[config.mk]
export PLATFORM = sky130hd
export DESIGN_NAME = mc_ctrl_fsm
export DESIGN_NICKNAME = d
export VERILOG_FILES = /design/src/rtl/mc_pkg.sv /design/src/rtl/mc_instr_class.sv /design/src/rtl/mc_ctrl_fsm.sv
export SDC_FILE = /design/constraint.sdc
export NUM_CORES = 1
export LEC_CHECK = 0
export BUFFER_PORTS_ARGS = -buffer_cell sky130_fd_sc_hd__buf_4
export CAP_MARGIN = 20
export CORE_MARGIN = 2
export CORE_UTILIZATION = 35
export CTS_CLUSTER_DIAMETER = 30
export DETAILED_ROUTE_END_ITERATION = 16
export PLACE_DENSITY_LB_ADDON = 0.2
export SYNTH_ARGS = -nofsm -noshare
export SYNTH_HDL_FRONTEND = slang
export SYNTH_SLANG_ARGS = --single-unit
[constraint.sdc]
create_clock -name clk -period 1.4 [get_ports clk]
set_input_delay 0.07 -clock clk [delete_from_list [all_inputs] [get_ports clk]]
set_output_delay 0.07 -clock clk [all_outputs]
set_load 0.02 [all_outputs]
[src/rtl/mc_pkg.sv]
// Shared constants for the multi-cycle MIPS-subset control path.
// Opcodes, ALU codes, state encoding and mux select codes.
package mc_pkg;

  localparam logic [5:0] OP_R   = 6'b000000;
  localparam logic [5:0] OP_ORI = 6'b001101;
  localparam logic [5:0] OP_LUI = 6'b001111;
  localparam logic [5:0] OP_LW  = 6'b100011;
  localparam logic [5:0] OP_SW  = 6'b101011;
  localparam logic [5:0] OP_BEQ = 6'b000100;
  localparam logic [5:0] OP_JAL = 6'b000011;

  localparam logic [5:0] FN_ADD = 6'b100000;
  localparam logic [5:0] FN_SUB = 6'b100010;
  localparam logic [5:0] FN_JR  = 6'b001000;

  localparam logic [2:0] ALU_AND = 3'b000;
  localparam logic [2:0] ALU_OR  = 3'b001;
  localparam logic [2:0] ALU_ADD = 3'b010;
  localparam logic [2:0] ALU_SUB = 3'b011;
  localparam logic [2:0] ALU_LUI = 3'b100;

  localparam logic [1:0] PC_ALU   = 2'b00;
  localparam logic [1:0] PC_ALUO  = 2'b01;
  localparam logic [1:0] PC_JUMP  = 2'b10;
  localparam logic [1:0] PC_RS    = 2'b11;

  localparam logic [1:0] SRCB_RT   = 2'b00;
  localparam logic [1:0] SRCB_FOUR = 2'b01;
  localparam logic [1:0] SRCB_IMM  = 2'b10;
  localparam logic [1:0] SRCB_IMM4 = 2'b11;

  localparam logic [1:0] DST_RT = 2'b00;
  localparam logic [1:0] DST_RD = 2'b01;
  localparam logic [1:0] DST_RA = 2'b10;

  localparam logic [1:0] WB_ALU = 2'b00;
  localparam logic [1:0] WB_MDR = 2'b01;
  localparam logic [1:0] WB_PC  = 2'b10;

  typedef enum logic [3:0] {
    S_FETCH    = 4'd0,
    S_DECODE   = 4'd1,
    S_EXEC_R   = 4'd2,
    S_WB_R     = 4'd3,
    S_EXEC_I   = 4'd4,
    S_WB_I     = 4'd5,
    S_MEM_ADDR = 4'd6,
    S_MEM_RD   = 4'd7,
    S_MEM_WB   = 4'd8,
    S_MEM_WR   = 4'd9,
    S_BRANCH   = 4'd10,
    S_JAL      = 4'd11,
    S_JR       = 4'd12
  } state_t;

  typedef struct packed {
    logic r_alu;
    logic ori;
    logic lui;
    logic lw;
    logic sw;
    logic beq;
    logic jal;
    logic jr;
    logic illegal;
  } class_t;

endpackage

[src/rtl/mc_instr_class.sv]
// One-hot instruction class decode from the IR contents.
// Anything not recognised lands in the illegal class.
module mc_instr_class
  import mc_pkg::*;
(
  input  logic [31:0] instr,
  output class_t      cls
);

  logic [5:0] op;
  logic [5:0] fn;
  logic       rtype;

  assign op    = instr[31:26];
  assign fn    = instr[5:0];
  assign rtype = (op == OP_R);

  always_comb begin
    cls       = '0;
    cls.r_alu = rtype && (fn == FN_ADD || fn == FN_SUB);
    cls.jr    = rtype && (fn == FN_JR);
    cls.ori   = (op == OP_ORI);
    cls.lui   = (op == OP_LUI);
    cls.lw    = (op == OP_LW);
    cls.sw    = (op == OP_SW);
    cls.beq   = (op == OP_BEQ);
    cls.jal   = (op == OP_JAL);
    cls.illegal = ~(cls.r_alu | cls.jr | cls.ori | cls.lui |
                    cls.lw | cls.sw | cls.beq | cls.jal);
  end

endmodule

[src/rtl/mc_ctrl_fsm.sv]
// Multi-cycle control FSM: fetch, decode, execute, memory, writeback.
// Moore outputs per state; the opcode only picks variants.
module mc_ctrl_fsm
  import mc_pkg::*;
#(
  parameter logic [3:0] RESET_STATE = 4'd0
) (
  input  logic        clk,
  input  logic        reset,
  input  logic [31:0] instr,
  input  logic        zero,
  output logic [2:0]  alu_op,
  output logic        alu_src_a,
  output logic [1:0]  alu_src_b,
  output logic        ext_op,
  output logic        ir_write,
  output logic        pc_write,
  output logic [1:0]  pc_src,
  output logic        mem_write,
  output logic        reg_write,
  output logic [1:0]  reg_dst,
  output logic [1:0]  mem_to_reg,
  output logic        instr_done
);

  state_t state;
  state_t state_nx;
  class_t cls;

  mc_instr_class u_cls (
    .instr (instr),
    .cls   (cls)
  );

  always_ff @(posedge clk) begin
    if (reset) state <= state_t'(RESET_STATE);
    else       state <= state_nx;
  end

  always_comb begin
    state_nx   = state;
    alu_op     = ALU_AND;
    alu_src_a  = 1'b0;
    alu_src_b  = SRCB_RT;
    ext_op     = 1'b0;
    ir_write   = 1'b0;
    pc_write   = 1'b0;
    pc_src     = PC_ALU;
    mem_write  = 1'b0;
    reg_write  = 1'b0;
    reg_dst    = DST_RT;
    mem_to_reg = WB_ALU;
    instr_done = 1'b0;
    // Reset masks every enable so an aborted instruction writes nothing.
    if (!reset) begin
      unique case (state)
        S_FETCH: begin
          ir_write  = 1'b1;
          pc_write  = 1'b1;
          alu_src_b = SRCB_FOUR;
          alu_op    = ALU_ADD;
          state_nx  = S_DECODE;
        end
        S_DECODE: begin
          alu_src_b = SRCB_IMM4;
          ext_op    = 1'b1;
          alu_op    = ALU_ADD;
          unique case (1'b1)
            cls.r_alu:      state_nx = S_EXEC_R;
            cls.ori,
            cls.lui:        state_nx = S_EXEC_I;
            cls.lw, cls.sw: state_nx = S_MEM_ADDR;
            cls.beq:        state_nx = S_BRANCH;
            cls.jal:        state_nx = S_JAL;
            cls.jr:         state_nx = S_JR;
            default: begin
              instr_done = 1'b1;
              state_nx   = S_FETCH;
            end
          endcase
        end
        S_EXEC_R: begin
          alu_src_a = 1'b1;
          alu_op    = (instr[5:0] == FN_SUB) ? ALU_SUB : ALU_ADD;
          state_nx  = S_WB_R;
        end
        S_WB_R: begin
          reg_write  = 1'b1;
          reg_dst    = DST_RD;
          instr_done = 1'b1;
          state_nx   = S_FETCH;
        end
        S_EXEC_I: begin
          alu_src_b = SRCB_IMM;
          alu_src_a = cls.ori;
          alu_op    = cls.ori ? ALU_OR : ALU_LUI;
          state_nx  = S_WB_I;
        end
        S_WB_I: begin
          reg_write  = 1'b1;
          instr_done = 1'b1;
          state_nx   = S_FETCH;
        end
        S_MEM_ADDR: begin
          alu_src_a = 1'b1;
          alu_src_b = SRCB_IMM;
          ext_op    = 1'b1;
          alu_op    = ALU_ADD;
          state_nx  = cls.sw ? S_MEM_WR : S_MEM_RD;
        end
        S_MEM_RD: state_nx = S_MEM_WB;
        S_MEM_WB: begin
          reg_write  = 1'b1;
          mem_to_reg = WB_MDR;
          instr_done = 1'b1;
          state_nx   = S_FETCH;
        end
        S_MEM_WR: begin
          mem_write  = 1'b1;
          instr_done = 1'b1;
          state_nx   = S_FETCH;
        end
        S_BRANCH: begin
          alu_src_a  = 1'b1;
          alu_op     = ALU_SUB;
          pc_src     = PC_ALUO;
          pc_write   = zero;
          instr_done = 1'b1;
          state_nx   = S_FETCH;
        end
        S_JAL: begin
          pc_write   = 1'b1;
          pc_src     = PC_JUMP;
          reg_write  = 1'b1;
          reg_dst    = DST_RA;
          mem_to_reg = WB_PC;
          instr_done = 1'b1;
          state_nx   = S_FETCH;
        end
        S_JR: begin
          pc_write   = 1'b1;
          pc_src     = PC_RS;
          instr_done = 1'b1;
          state_nx   = S_FETCH;
        end
        default: state_nx = S_FETCH;
      endcase
    end
  end

endmodule

After elaboration in Yosys (flattened, before gate mapping)
Cells that the tools add are included.
{"block": "totals", "in_bits": 35, "register_bits": 4, "output_inout_bits": 18}
{"block": "op_classes", "eq_ne": 21, "reduce_logical": 15, "mux": 30}
{"operator": "one-hot mux 4 bit (6 select lines)", "count": 2}
{"operator": "== test 6 bit, second input constant", "count": 4}
{"operator": "== test 4 bit, second input constant", "count": 5}
{"operator": "== test 6 x 4 -> 1 bit, second input constant", "count": 3}
{"operator": "== test 4 x 3 -> 1 bit, second input constant", "count": 4}
{"operator": "two-way mux 1 bit", "count": 13}
{"operator": "one-hot mux 2 bit (3 select lines)", "count": 2}
{"operator": "one-hot mux 3 bit (4 select lines)", "count": 1}
{"operator": "OR reduction 3 bit", "count": 3}
{"operator": "== test 4 x 2 -> 1 bit, second input constant", "count": 2}
{"operator": "two-way mux 2 bit", "count": 4}
{"operator": "one-hot mux 2 bit (2 select lines)", "count": 2}
{"operator": "OR reduction 2 bit", "count": 4}
{"operator": "OR reduction 8 bit", "count": 1}
{"operator": "OR reduction 7 bit", "count": 1}
{"operator": "== test 6 x 2 -> 1 bit, second input constant", "count": 1}
{"operator": "== test 6 x 3 -> 1 bit, second input constant", "count": 1}
{"operator": "logical NOT 6 bit", "count": 1}
{"operator": "two-way mux 3 bit", "count": 2}
{"operator": "one-hot mux 1 bit (2 select lines)", "count": 3}
{"operator": "== test 4 x 1 -> 1 bit, second input constant", "count": 1}
{"operator": "logical NOT 4 bit", "count": 1}
{"operator": "two-way mux 4 bit", "count": 1}
{"operator": "OR reduction 4 bit", "count": 1}
{"operator": "2 further kinds", "count": 3}

Longest topological paths before layout
{"block": "depth", "ltp_word": 7, "depth_mapped": 6, "ltp_nobuf": 4}

Cells and area by module
From an unflattened synthesis, not the netlist that was laid out.
{"block": "unflattened", "hier_cells": 115, "hier_area_um2": 735.7}
{"module": "mc_ctrl_fsm", "area_per_inst_um2": 586.8, "n_inst": 1, "seq_area_each_um2": 80.1, "cells_each": 90}
{"module": "mc_instr_class", "area_per_inst_um2": 148.9, "n_inst": 1, "seq_area_each_um2": 0.0, "cells_each": 25}

Least setup slack after synthesis
No wires, ideal clock.
{"block": "synth_timing", "kind": "input -> output", "startpoint": "input instr[31]", "endpoint": "output alu_src_a", "t_arrival_ns": 1.757, "path_buffers": 1, "path_slack_ns": -0.427, "t_required_ns": 1.330, "path_stages": 5, "path_cell_list": "clkbuf_1 nor2_1 and4bb_2 a21oi_1 a2111oi_0"}
{"block": "synth_via", "elab_chain_cells": 3}
{"item": "start: declaration", "line_no": "mc_ctrl_fsm.sv:10", "rtl": "input logic [31:0] instr,"}
{"item": "== test 6 x 4 -> 1 bit", "line_no": "mc_instr_class.sv:22", "rtl": "cls.ori = (op == OP_ORI);"}
{"item": "one-hot mux 1 bit (2 select lines)", "line_no": "mc_ctrl_fsm.sv:56", "rtl": "unique case (state)"}
{"item": "two-way mux 1 bit", "line_no": "mc_ctrl_fsm.sv:55", "rtl": "if (!reset) begin"}
{"item": "end: declaration", "line_no": "mc_ctrl_fsm.sv:13", "rtl": "output logic alu_src_a,"}
Every way passes these cells.

Worst setup path in the final report
{"block": "layout_timing", "startpoint": "register state[0]", "endpoint": "output pc_write"}
{"block": "layout_via", "elab_chain_cells": 4, "elab_cells_between_ends": 7}
{"item": "start: declaration", "line_no": "mc_ctrl_fsm.sv:26", "rtl": "state_t state;"}
{"item": "start signal: assignment", "line_no": "mc_ctrl_fsm.sv:36", "rtl": "if (reset) state <= state_t'(RESET_STATE);"}
{"item": "start signal: assignment", "line_no": "mc_ctrl_fsm.sv:37", "rtl": "else state <= state_nx;"}
{"item": "== test 4 bit / logical NOT 4 bit (equally long branches)", "line_no": "mc_ctrl_fsm.sv:56"}
{"item": "OR reduction 3 bit (no line)"}
{"item": "one-hot mux 1 bit (2 select lines) (*)", "line_no": "mc_ctrl_fsm.sv:56"}
{"item": "two-way mux 1 bit (*)", "line_no": "mc_ctrl_fsm.sv:55"}
{"item": "end: declaration", "line_no": "mc_ctrl_fsm.sv:17", "rtl": "output logic pc_write,"}
Mark *: on every way between the ends. The rest lies on a longest branch, timed or not.

==> PnR_summary.wiki <==
{| class="wikitable"
! Metric !! Value
|-
| Sequential standard cell area || ~85 µm²
|-
| Post-route clock skew || roughly 0.005 ns
|-
| # diodes || 0
|-
| Total routing resource utilization after global routing || 21.1%
|-
| Worst IR Drop VDD || around 0.30 mV
|-
| Number of distinct standard cells referenced by the synthesized netlist || about 40
|-
| Vias per cell || between 5 and 6
|-
| Total vias in the final route || 972
|-
| DRT Pass-1 Iters || 4
|-
| Worst-path clk slew || 0.04 ns
|-
| Main combinational cell family by area after synthesis || simple AND/OR/NAND/NOR gates
|-
| Syn Area/Cell || between 6 and 7 µm²
|-
| Number of remaining DRC errors || 0
|-
| Synth warn || 0
|-
| Flop-to-flop setup slack || 0.07 ns
|-
| Synthesized net count || between 100 and 150
|-
| Number of buffers created by CTS || 3
|-
| Area Overhead vs Synth || 80.9%
|-
| Share of the yosys chip area belonging to registers || around an eighth
|-
| Root buffer cell || sky130_fd_sc_hd__clkbuf_4
|-
| Maximum count of clock buffers along a single path || 2
|-
| Multi-input combinational cell area || 644 µm²
|-
| Post-Syn Area || about 700 µm²
|-
| Effective utilization at floorplan || between 30% and 40%
|-
| Leak || approximately 0.50 nW
|-
| Fraction of post-synthesis cell area in the top cell type by area || roughly an eighth
|-
| Required time of the critical path || 1.33 ns
|-
| Slew Viols, Final || 0
|-
| Number of cells traversed by the worst register-to-register path || 3
|-
| Worst Hold Endpoint || state[0]
|-
| Data arrival time at the worst-slack endpoint || approximately 1.5 ns
|-
| Class of the tightest hold or removal check || in2reg
|-
| Vias in the first global route || ~790
|-
| Antenna violations before repair || 0
|-
| Core ar. || 0.00178 mm²
|-
| DIE WIDTH || between 40 and 50 µm
|-
| Final critical path time including I/O delays and setup || ~1.5 ns
|-
| Xor/xnor cell area share of the yosys netlist || approximately 1.3%
|-
| Overall die height || 48.1 µm
|-
| Standard-cell rows || 15
|-
| Tightest slew margin relative to the limit || approximately three quarters
|-
| Most repeated library cell on the critical path || sky130_fd_sc_hd__buf_4
|-
| Number of inserted filler cells in the final layout || 151
|-
| Violated checks || negative setup slack
|-
| First-pass GRT wire length || 3500 µm
|-
| R2R Path Start || state[0]
|-
| Adder-cell area share of the yosys netlist || 0%
|-
| Clock tree from TritonCTS || built
|-
| Layout Nets || roughly 180
|-
| Critical Path Start Type || register
|-
| Worst-Skew Late Latency || 0.24 ns
|-
| # H-tree levels || 1
|-
| Hold path start || instr[26]
|-
| GP Congestion || between 0.8 and 0.9
|-
| Synthesized-area fraction occupied by and/or/nand/nor cells || a little over two fifths
|-
| Max-cap check violation count || 0
|-
| Top register by number of flip-flops || state
|-
| Critical path's largest stage delay || approximately 0.33 ns
|-
| Hold Slack || roughly 0.17 ns
|-
| Maximum fanout count along the critical path || 3
|-
| Final setup violation count || 10
|-
| Crit path cell chain || buf_6 -> buf_4 -> o211ai_1 -> a21oi_2 -> a31oi_1 -> nor2_1 -> buf_4
|-
| Worst hold stages || 3
|-
| Aggregate global routing overflow || 0
|-
| Number of sinks handled by clock tree synthesis || 4
|-
| Detailed-route wire length per cell || around 14 µm
|-
| Layout cell share with drive strength beyond 1 || 59.6%
|-
| Area fraction in compound gates after synthesis || between 30% and 40%
|-
| Final worst-path cycle share || 109%
|-
| Classification of the worst setup path || reg2out
|-
| RSZ-0062 raised after global routing || yes
|-
| Biggest area consumer among synthesized cells || sky130_fd_sc_hd__dfxtp_1
|-
| Power density over the cells || between 400 and 500 mW/mm²
|-
| Crit path max-delay cell type || sky130_fd_sc_hd__dfxtp_2
|-
| Max Clk Rate || approximately 660 MHz
|-
| Largest net degree at the start of global routing || 16
|-
| Number of nets still failing antenna checks after routing || 0
|-
| Kind of capture point of the worst setup path || primary output
|-
| Top-level port count || 53
|-
| Worst setup slack after layout || -0.125 ns
|-
| Final count of hold timing violations || 0
|-
| Worst path buffer plus inverter count || 3
|-
| 1st-iter DRT viols || 22
|-
| Multiplexer share of the synthesized area || 0%
|-
| Status || finished with violations
|-
| Setup slack at placement || about 0.044 ns
|-
| Category of cells accounting for the largest share of critical-path delay || compound AO/OA/AOI/OAI gates
|-
| WL final || 2360 µm
|-
| Synth area leaders || sky130_fd_sc_hd__dfxtp_1 12%, sky130_fd_sc_hd__a21oi_1 9.5%, sky130_fd_sc_hd__nor3_1 6.6%
|-
| FF-to-FF End || state[2]
|-
| Number of flip-flops and latches in the synthesized netlist || 4
|-
| Cells after Synth || 104
|-
| Tightest Pin Transition || approximately 0.38 ns
|-
| Largest registers ranked by flip-flop count || state x4
|-
| Area enclosed by the die boundary || about 0.0023 mm²
|-
| Half-perimeter wire length after detailed placement || about 1600 µm
|-
| Max reg flops || 4
|-
| Number of buffers inserted by port buffering || 32
|}
-- logic make-up (layout without fill, tap and decap cells) --
logic type / count (synthesis) / in the layout
AOI/OAI and AO/OA: 34 / 34
xor gates and xnor gates: 1 / 1
buffers and inverters: 16 / 58
DFF: 4 / 4
and+or+nand+nor: 49 / 49
-- layout make-up --
cell class	count	area share (%)
Multi-Input combinational cell	84	52.2
Timing Repair Buffer	52	35.4
Sequential cell	4	6.90
Tap cell	25	2.54
Clock buffer	3	1.83
Inverter	3	1.12
-- placed cells by master (no fill, tap or decap), drive strengths merged --
master	count
buf	52
and2	1
nor2	12
and4bb	1
xnor2	1
a21oi	13
o211ai	2
or3b	1
a211o	1
o2111ai	2
clkbuf	3
o21a	1
nand3	1
a31oi	1
and3b	2
dfxtp	4
a31o	1
a21o	2
nor2b	2
inv	3
nand4	1
o221ai	2
nor3b	2
o21ai	3
o22ai	1
nor3	9
nand2	3
o31ai	1
or3	2
nand2b	2
a32oi	2
nand3b	1
or2	2
nor4	6
a2111oi	2
and4b	1
-- metal layers --
| layer | up-vias | global-route usage [%] | wire [µm] |
|---|---|---|---|
| met2 | 44 | 30.8 | 1170 |
| li1 | 480 | - | - |
| met3 | 2 | 1.11 | 136 |
| met4 | 0 | 9.73 | 20 |
| met5 | - | 0 | 0 |
| met1 | 446 | 31.3 | 1030 |
-- cell usage after synthesis (all sizes together) --
master   instances
nor2            12
o22ai            1
o221ai           2
nand2b           2
a211o            1
o21ai            3
o31ai            1
or3b             1
and2             1
xnor2            1
a21oi           13
clkbuf           8
nor4             6
nand3b           1
a31oi            1
buf              5
a21o             2
dfxtp            4
a2111oi          2
or2              2
o211ai           2
o2111ai          2
nand2            3
nor2b            2
a32oi            2
or3              2
nor3             9
nand4            1
nor3b            2
inv              3
a31o             1
o21a             1
and4b            1
and3b            2
and4bb           1
nand3            1
-- worst max path at each step --
| stage | from | end | slack (ns) | cells after the start |
|---|---|---|---|---|
| floorplan | state[3] | alu_op[2] | -0.03 | 3 |
| CTS | state[1] | pc_write | -0.14 | 6 |
| finish | state[0] | pc_write | -0.13 | 7 |
| global route | state[1] | instr_done | -0.18 | 7 |
| detailed placement | instr[28] | state[1] | 0.04 | 5 |
| global placement | instr[28] | state[1] | 0.06 | 5 |
-- repair_timing --
item / in CTS / in global routing
buffers inserted: 6 / 3
endpoints found under the setup margin: 14 / 17
hold endpoints to repair: 0 / 0
resized for setup: 15 / 16
pin swaps: 6 / 5
hold buffers: 0 / 0
-- power by group --
| part | total (mW) | leakage [nW] | switching, mW | internal (mW) |
|---|---|---|---|---|
| Clock | 0.145 | 0.0138 | 0.0487 | 0.0960 |
| Combinational | 0.234 | 0.450 | 0.119 | 0.115 |
| Sequential | 0.122 | 0.0343 | 0.00335 | 0.119 |
| Total | 0.501 | 0.498 | 0.171 | 0.329 |
-- worst reg2reg max path, stage by stage (launching register included) --
cell and delay (ns):
sky130_fd_sc_hd__dfxtp_2 0.35, sky130_fd_sc_hd__or3b_1 0.39, sky130_fd_sc_hd__buf_4 0.18, sky130_fd_sc_hd__o31ai_1 0.29
-- per-stage QoR --
step / utilization, % / cells / instance area (µm²) / power [mW] / TNS [ns]
after CTS: 64.0 / 168 / 1140 / 0.486 / -0.949
after detailed placement: 57.3 / 159 / 1020 / 0.320 / 0
after global routing: 69.2 / 171 / 1230 / 0.530 / -1.32
after floorplan: - / 104 / 717 / 0.235 / -0.0293
final: 69.2 / 171 / 1230 / 0.501 / -0.609
after global placement: 57.3 / 159 / 1020 / 0.317 / 0
Power figures use the tool's default switching activity.
